`src/rtl/ps2_host_tx.sv`:
```
// PS/2 host-to-device transmitter: inhibits the bus, issues a request-to-send, then shifts one
// command byte out on device clock falls and checks the device acknowledge bit.
module ps2_host_tx #(
    parameter int unsigned INHIBIT_CYCLES  = 5000,
    parameter int unsigned REQ_HOLD_CYCLES = 50,
    parameter int unsigned TIMEOUT_CYCLES  = 100000,
    parameter int unsigned FILTER_LEN      = 8
) (
    input  logic       CLOCK_50,
    input  logic       reset,
    input  logic       start,
    input  logic [7:0] cmd_byte,
    input  logic       ps2_clk_in,
    input  logic       ps2_dat_in,
    output logic       ps2_clk_oe,
    output logic       ps2_dat_oe,
    output logic       busy,
    output logic       done,
    output logic       ack_err
);

    localparam int unsigned CntW  = $clog2(INHIBIT_CYCLES + REQ_HOLD_CYCLES + 1);
    localparam int unsigned WdW   = $clog2(TIMEOUT_CYCLES + 1);
    localparam int unsigned FiltW = $clog2(FILTER_LEN + 1);

    typedef enum logic [2:0] {
        StIdle,
        StInhibit,
        StReq,
        StSend,
        StAck,
        StWaitIdle,
        StFin
    } state_e;

    state_e           state_q, state_d;
    logic [CntW-1:0]  cnt_q, cnt_d;
    logic [WdW-1:0]   wd_q, wd_d;
    logic [3:0]       bit_cnt_q, bit_cnt_d;
    logic [9:0]       shift_q, shift_d;
    logic             dat_oe_q, dat_oe_d;
    logic             nak_q, nak_d;
    logic             ack_err_q, ack_err_d;

    logic             clk_meta_q, clk_sync_q, dat_meta_q, dat_sync_q;
    logic             clk_filt_q;
    logic [FiltW-1:0] filt_cnt_q;
    logic             filt_flip, clk_fall, timeout;

    // Idle bus level is high, so the synchronizers and filter reset to 1.
    always_ff @(posedge CLOCK_50 or negedge reset) begin
        if (!reset) begin
            clk_meta_q <= 1'b1;
            clk_sync_q <= 1'b1;
            dat_meta_q <= 1'b1;
            dat_sync_q <= 1'b1;
        end else begin
            clk_meta_q <= ps2_clk_in;
            clk_sync_q <= clk_meta_q;
            dat_meta_q <= ps2_dat_in;
            dat_sync_q <= dat_meta_q;
        end
    end

    assign filt_flip = (clk_sync_q != clk_filt_q) && (filt_cnt_q == FiltW'(FILTER_LEN - 1));
    assign clk_fall  = filt_flip && clk_filt_q;

    always_ff @(posedge CLOCK_50 or negedge reset) begin
        if (!reset) begin
            clk_filt_q <= 1'b1;
            filt_cnt_q <= '0;
        end else if (clk_sync_q == clk_filt_q) begin
            filt_cnt_q <= '0;
        end else if (filt_flip) begin
            clk_filt_q <= clk_sync_q;
            filt_cnt_q <= '0;
        end else begin
            filt_cnt_q <= filt_cnt_q + FiltW'(1);
        end
    end

    assign timeout = (wd_q == WdW'(TIMEOUT_CYCLES - 1));

    always_comb begin
        state_d   = state_q;
        cnt_d     = cnt_q;
        wd_d      = '0;
        bit_cnt_d = bit_cnt_q;
        shift_d   = shift_q;
        dat_oe_d  = dat_oe_q;
        nak_d     = nak_q;
        ack_err_d = ack_err_q;

        unique case (state_q)
            StIdle, StFin: begin
                dat_oe_d = 1'b0;
                if (start) begin
                    shift_d   = {1'b1, ~^cmd_byte, cmd_byte};
                    ack_err_d = 1'b0;
                    nak_d     = 1'b0;
                    cnt_d     = '0;
                    state_d   = StInhibit;
                end else begin
                    state_d = StIdle;
                end
            end
            StInhibit: begin
                if (cnt_q == CntW'(INHIBIT_CYCLES - 1)) begin
                    cnt_d    = '0;
                    dat_oe_d = 1'b1;
                    state_d  = StReq;
                end else begin
                    cnt_d = cnt_q + CntW'(1);
                end
            end
            StReq: begin
                if (cnt_q == CntW'(REQ_HOLD_CYCLES - 1)) begin
                    cnt_d     = '0;
                    bit_cnt_d = '0;
                    state_d   = StSend;
                end else begin
                    cnt_d = cnt_q + CntW'(1);
                end
            end
            StSend: begin
                wd_d = wd_q + WdW'(1);
                if (timeout) begin
                    wd_d      = '0;
                    dat_oe_d  = 1'b0;
                    ack_err_d = 1'b1;
                    state_d   = StFin;
                end else if (clk_fall) begin
                    wd_d      = '0;
                    dat_oe_d  = ~shift_q[bit_cnt_q];
                    bit_cnt_d = bit_cnt_q + 4'd1;
                    if (bit_cnt_q == 4'd9) begin
                        state_d = StAck;
                    end
                end
            end
            StAck: begin
                wd_d = wd_q + WdW'(1);
                if (timeout) begin
                    wd_d      = '0;
                    dat_oe_d  = 1'b0;
                    ack_err_d = 1'b1;
                    state_d   = StFin;
                end else if (clk_fall) begin
                    wd_d    = '0;
                    nak_d   = dat_sync_q;
                    state_d = StWaitIdle;
                end
            end
            StWaitIdle: begin
                wd_d = wd_q + WdW'(1);
                if (timeout) begin
                    wd_d      = '0;
                    dat_oe_d  = 1'b0;
                    ack_err_d = 1'b1;
                    state_d   = StFin;
                end else if (clk_filt_q && dat_sync_q) begin
                    wd_d      = '0;
                    ack_err_d = nak_q;
                    state_d   = StFin;
                end
            end
            default: begin
                dat_oe_d = 1'b0;
                state_d  = StIdle;
            end
        endcase
    end

    always_ff @(posedge CLOCK_50 or negedge reset) begin
        if (!reset) begin
            state_q   <= StIdle;
            cnt_q     <= '0;
            wd_q      <= '0;
            bit_cnt_q <= '0;
            shift_q   <= '0;
            dat_oe_q  <= 1'b0;
            nak_q     <= 1'b0;
            ack_err_q <= 1'b0;
        end else begin
            state_q   <= state_d;
            cnt_q     <= cnt_d;
            wd_q      <= wd_d;
            bit_cnt_q <= bit_cnt_d;
            shift_q   <= shift_d;
            dat_oe_q  <= dat_oe_d;
            nak_q     <= nak_d;
            ack_err_q <= ack_err_d;
        end
    end

    // Clock enable decodes straight from state so an async reset frees the bus at once.
    assign ps2_clk_oe = (state_q == StInhibit) || (state_q == StReq);
    assign ps2_dat_oe = dat_oe_q;
    assign busy       = (state_q != StIdle) && (state_q != StFin);
    assign done       = (state_q == StFin);
    assign ack_err    = ack_err_q;

endmodule

```
`config.mk`:
```
export PLATFORM = sky130hd
export DESIGN_NAME = ps2_host_tx
export DESIGN_NICKNAME = d
export VERILOG_FILES = /design/src/rtl/ps2_host_tx.sv
export SDC_FILE = /design/constraint.sdc
export NUM_CORES = 1
export LEC_CHECK = 0
export CAP_MARGIN = 20
export CORE_MARGIN = 3
export CORE_UTILIZATION = 54
export CTS_CLUSTER_SIZE = 12
export DETAILED_ROUTE_END_ITERATION = 8
export GPL_TIMING_DRIVEN = 0
export MAX_ROUTING_LAYER = met4
export PLACE_DENSITY = 0.79
export SLEW_MARGIN = 25
export SYNTH_ARGS = -nofsm -noshare
export SYNTH_HDL_FRONTEND = slang
export SYNTH_SLANG_ARGS = --single-unit
```
`constraint.sdc`:
```
create_clock -name CLOCK_50 -period 2.35 [get_ports CLOCK_50]
set_input_delay 0.705 -clock CLOCK_50 [delete_from_list [all_inputs] [get_ports CLOCK_50]]
set_output_delay 0.705 -clock CLOCK_50 [all_outputs]
set_load 0.1 [all_outputs]
```
# Word level (Yosys, flattened, before mapping)
# Index checks and enable logic that the tools add are counted.
[classes]
eq_ne = 27
bitwise_logic = 3
n_mux = 41
reduce_logical = 23
addsub = 4
order_cmp = 1
[op_table]
columns = ["op", "count"]
rows = [
  ["17-bit two-way mux", 4],
  ["13-bit two-way mux", 3],
  ["13-bit case mux with 3 select lines", 1],
  ["17-bit case mux with 2 select lines", 1],
  ["3-bit two-way mux", 9],
  ["4-bit two-way mux", 5],
  ["3-bit case mux with 6 select lines", 1],
  ["17-bit by 1-bit adder with 17-bit output, second input constant", 1],
  ["17-bit == test, second input constant", 1],
  ["4-bit AND reduction", 4],
  ["3-bit != test, second input constant", 5],
  ["2-bit != test, second input constant", 7],
  ["13-bit by 1-bit adder with 13-bit output, second input constant", 1],
  ["13-bit == test, second input constant", 1],
  ["13-bit by 6-bit == test with 1-bit output, second input constant", 1],
  ["1-bit two-way mux", 12],
  ["3-bit == test, second input constant", 3],
  ["3-bit nonzero test", 3],
  ["4-bit by 1-bit adder with 4-bit output, second input constant", 2],
  ["4-bit case mux with 2 select lines", 1],
  ["8-bit XNOR reduction", 1],
  ["3-bit by 2-bit == test with 1-bit output, second input constant", 2],
  ["2-bit AND reduction", 3],
  ["6-bit AND reduction", 1],
  ["17 further kinds", 26],
]
[word_totals]
in_bits = 13
ff_bits = 59
out_inout_bits = 5
elab_cells = 113

# Logic depth before layout (Yosys ltp)
[logic_depth]
ltp_word = 6
ltp_mapped = 9
ltp_nobuf = 7

# Least setup slack after synthesis
# OpenSTA, ideal clock, no wires.
[synth_timing]
path_type = "flip-flop to output port"
startpoint = "register state_q[2]"
endpoint = "output port ps2_clk_oe"
required_ps = 1645
path_slack_ps = -1272
path_buffers = 2
arrival_time_ps = 2917
stages_incl_launch_ff = 4
cell_sequence = "dfrtp_1 -> clkbuf_1 -> clkbuf_1 -> nor3_1"
[synth_via]
elab_chain_len = 2
word_cells_on_any_way = 3
cone_classes = "eq/ne (2); reduce/logical (1)"
[synth_lines]
columns = ["element", "line_no", "source"]
rows = [
  ["from (decl)", "36", "state_e state_q, state_d;"],
  ["from (signal assigned)", "176", "state_q <= StIdle;"],
  ["from (signal assigned)", "185", "state_q <= state_d;"],
  ["3-bit by 1-bit == test with 1-bit output / 3-bit by 2-bit == test with 1-bit output (equally long branches)", "197", "assign ps2_clk_oe = (state_q == StInhibit) || (state_q == StReq);"],
  ["1-bit logical OR (*)", "197", ""],
  ["to (decl)", "15", "output logic ps2_clk_oe,"],
]
# Mark *: on every way between the ends. The rest lies on a longest branch, timed or not.

# Worst setup path after layout
[layout_timing]
startpoint = "input port start"
endpoint = "register cnt_q[7]"
[layout_via]
elab_chain_len = 2
[layout_lines]
columns = ["element", "line_no", "source"]
rows = [
  ["from (decl)", "11", "input logic start,"],
  ["2-bit != test (no line)", "-", ""],
  ["2-bit AND reduction (no line)", "-", ""],
  ["to (signal assigned)", "186", "cnt_q <= cnt_d;"],
  ["to (decl)", "37", "logic [CntW-1:0] cnt_q, cnt_d;"],
]
# Every way passes these cells.
# A chain may end at the register's enable or synchronous reset.

==> results.cfg <==
[final_layout]
fillers = 425
drive_above_1_share_pct = 18.9
syn_to_final_growth_pct = 19.8
n_antenna_cell = 0
layout.nets = 380

[place]
portBuffers = 17
place_congestion = 0.893
dp_hpwl_um = 4710

[synth]
synthesis.nets = 348
syn_area_sq_mm = 0.00323
yosysMostFrequentCell = dfrtp_1
synth_top_cell_area_share_pct = 41.9
ys_ff_latch = 59
ys_seq_area_share_pct = 45.9
synthCells = 328
synth_edf_count = 0
synth.top_cells.by_count = dfrtp_1 (54), nor2_1 (38), xnor2_1 (23)
netlist_top_cells_area = dfrtp_1 (42%), xnor2_1 (6.2%), nor2_1 (4.4%), dfstp_2 (4.1%), mux2_2 (3.8%)
synth_ff_type = dfrtp_1
netlist-cell-type-count = 53
avgSynthCellArea_sq_um = 9.84
async_reset_ff_share_pct = 100
yosys.area.top_type = dfrtp_1
ys_warn_count = 0

[cts]
path_clk_slew_ns = 0.07
clockBufferDepth = 2
cts.sinks = 59
cts_hold_buf = 0
clock-root-buffer = clkbuf_8
worstSkewPairLatency_ns = 0.34
htree_levels = 3
cts_tree = done
cts_buffers = 9

[worst_setup_path]
rr_startpoint = wd_q[0]
arrival_ns = 2.55
crit_path_end_kind = flip-flop
worstReg2RegEnd = state_q[2]
critical_path_required_ns = 2.58
startpoint_type = input pin
worstPathMaxFanout = 10
reg2reg_slack_ns = 0.08
path_class = input pin to flip-flop
crit_chain = clkdlybuf4s50_1 -> inv_1 -> a221o_1 -> buf_2 -> nor3_1 -> xnor2_1 -> nor2_1
slowest_delay_ns = 0.56
slowest_stage = clkdlybuf4s50_1
rr_worst_depth = 8

[timing]
worst_slew_pin_slew_ns = 0.954
clock.fmax_mhz = 431
hold_slack_ns = 0.229
slew_violations = 0
min_period_ns = 2.32
rsz0062_at_grt = true
hold_violations = 0
min_period_over_period_pct = 98.8
max-slew-margin-rel_pct = 36.7
finClkSkew_ns = 0.00720
finalSetupViolations = 0
tns_ns = 0

[floorplan]
die_w_um = 83.3
start_util_pct = 57.2
coreArea_sq_mm = 0.00564
pin_count = 18
die_area_sq_mm = 0.00694
die_h_um = 83.3
rows = 27

[outcome]
status = complete, no violations

[job]
drv_cap = 0

[power]
vdd_drop_max_v = 0.000478
powerDensity_mw_per_mm2 = 616
total_power_w = 0.00238
p_leak_nw = 1.59

[global_route]
grt_pass1_wl_um = 11900
gr-total-overflow = 0
grt_start_max_net_pins = 41
antenna_found_initial = 0
grt_pass1_vias = 2566
grt.total_usage_pct = 21.5

[routing]
avgRoutedWirePerCell_um = 15.6
drc = 0
totalWireLength_um = 6810
antenna_left = 0
detailroute.via_count = 2582
viasPerCell = 5.91
dr.first_iter.drc_count = 147
firstDrtPassIters = 4

[min_path]
hold_class = input pin to async pin
[report_power, final]
group,internal (W),switching [W],total [W],leakage [nW]
registers,0.00107,0.0000331,0.00110,0.767
logic,0.0000790,0.0000781,0.000157,0.701
clock network,0.000730,0.000394,0.00112,0.123
total,0.00188,0.000506,0.00238,1.59
[through the flow]
stage	cells	setup slack (ns)	cell area [sq um]	util, %
2_1_floorplan	328	0.0346	3250	-
5_1_grt	437	-0.0266	3860	68.5
6_report	437	0.0277	3860	68.5
3_5_place_dp	418	-0.614	3530	62.5
3_3_place_gp	417	-1.23	3510	62.2
4_1_cts	434	0.0219	3810	67.6
[layout by cell type, fill, tap and decap left out, types with 3 or more instances in the layout]
master and instances:
a21o_1 4, a21oi_1 13, and4_1 4, buf_12 3, buf_2 5, buf_4 7, bufinv_16 3, clkbuf_1 3
clkbuf_8 10, clkdlybuf4s50_1 11, dfrtp_1 51, dfrtp_2 3, dfstp_2 5, ha_1 7, inv_1 14, mux2_2 11
nand2_1 20, nand3_1 12, nand4_1 10, nor2_1 38, nor2b_1 3, nor3_1 8, nor4_1 7, nor4bb_1 3
o21ai_0 13, o21bai_1 3, o31ai_1 3, o41ai_1 3, or3_1 4, xnor2_1 23, xor2_1 7
[critical path, delay by kind of cell]
kind / cells / cell delay [ns]
buffers and inverters: 3 / 0.94
and+or+nand+nor: 2 / 0.29
AOI/OAI and AO/OA: 1 / 0.48
xor gates and xnor gates: 1 / 0.15
[logic make-up (layout without fill, tap and decap cells)]
group	count (synthesis)	count (layout)	synth area share, %
flip-flops	59	59	45.9
buffers and inverters	26	63	3.10
AND/OR/NAND/NOR	133	133	21.7
XOR/XNOR	30	30	8.14
AO/OA/AOI/OAI	59	59	12.8
adder cells (fa/ha/maj)	7	7	2.71
multiplexers	14	14	5.54
[worst max-delay path by stage]
| stage | start | endpoint | slack, ns |
|---|---|---|---|
| after floorplan | state_q[2] | ps2_clk_oe | 0.03 |
| after global placement | reset | wd_q[9] | -1.23 |
| after detailed placement | state_q[2] | ps2_clk_oe | -0.61 |
| after CTS | state_q[2] | ps2_clk_oe | 0.02 |
| after global routing | wd_q[0] | state_q[2] | -0.03 |
| final | start | cnt_q[7] | 0.03 |
[timing repair]
action                     in CTS  in global routing
gates resized for setup        35                 11
hold endpoints to repair        0                  0
setup endpoints to repair       7                 25
setup buffers                   2                  4
pin swaps                       1                  2
[sequential cells by signal, indices dropped and copies added (netlist names)]
name	flops
ack_err	1
bit_cnt_q	4
clk_filt_q	1
clk_meta_q	1
clk_sync_q	1
cnt_q	13
dat_meta_q	1
dat_sync_q	1
filt_cnt_q	4
nak_q	1
ps2_dat_oe	1
shift_q	10
state_q	3
wd_q	17
[metal layers]
metal / vias up / GRT usage [%] / share of wire, %
met3: 13 / 6.85 / 3.8
met2: 42 / 34.7 / 49
li1: 1251 / - / -
met1: 1276 / 25.9 / 45
met4: 0 / 6.09 / 1.8
met5: - / - / 0
[layout make-up]
type | instances | area, sq um | area share [%]
multi-input combinational | 243 | 1700 | 44.0
sequential | 59 | 1490 | 38.5
timing repair buffer | 24 | 251 | 6.51
clock buffer | 11 | 141 | 3.66
clock inverter | 5 | 100 | 2.59
tap | 72 | 90.1 | 2.33
inverter | 14 | 52.6 | 1.36
buffer | 9 | 42.5 | 1.10
Note: power is estimated with default switching activity, not from simulation.
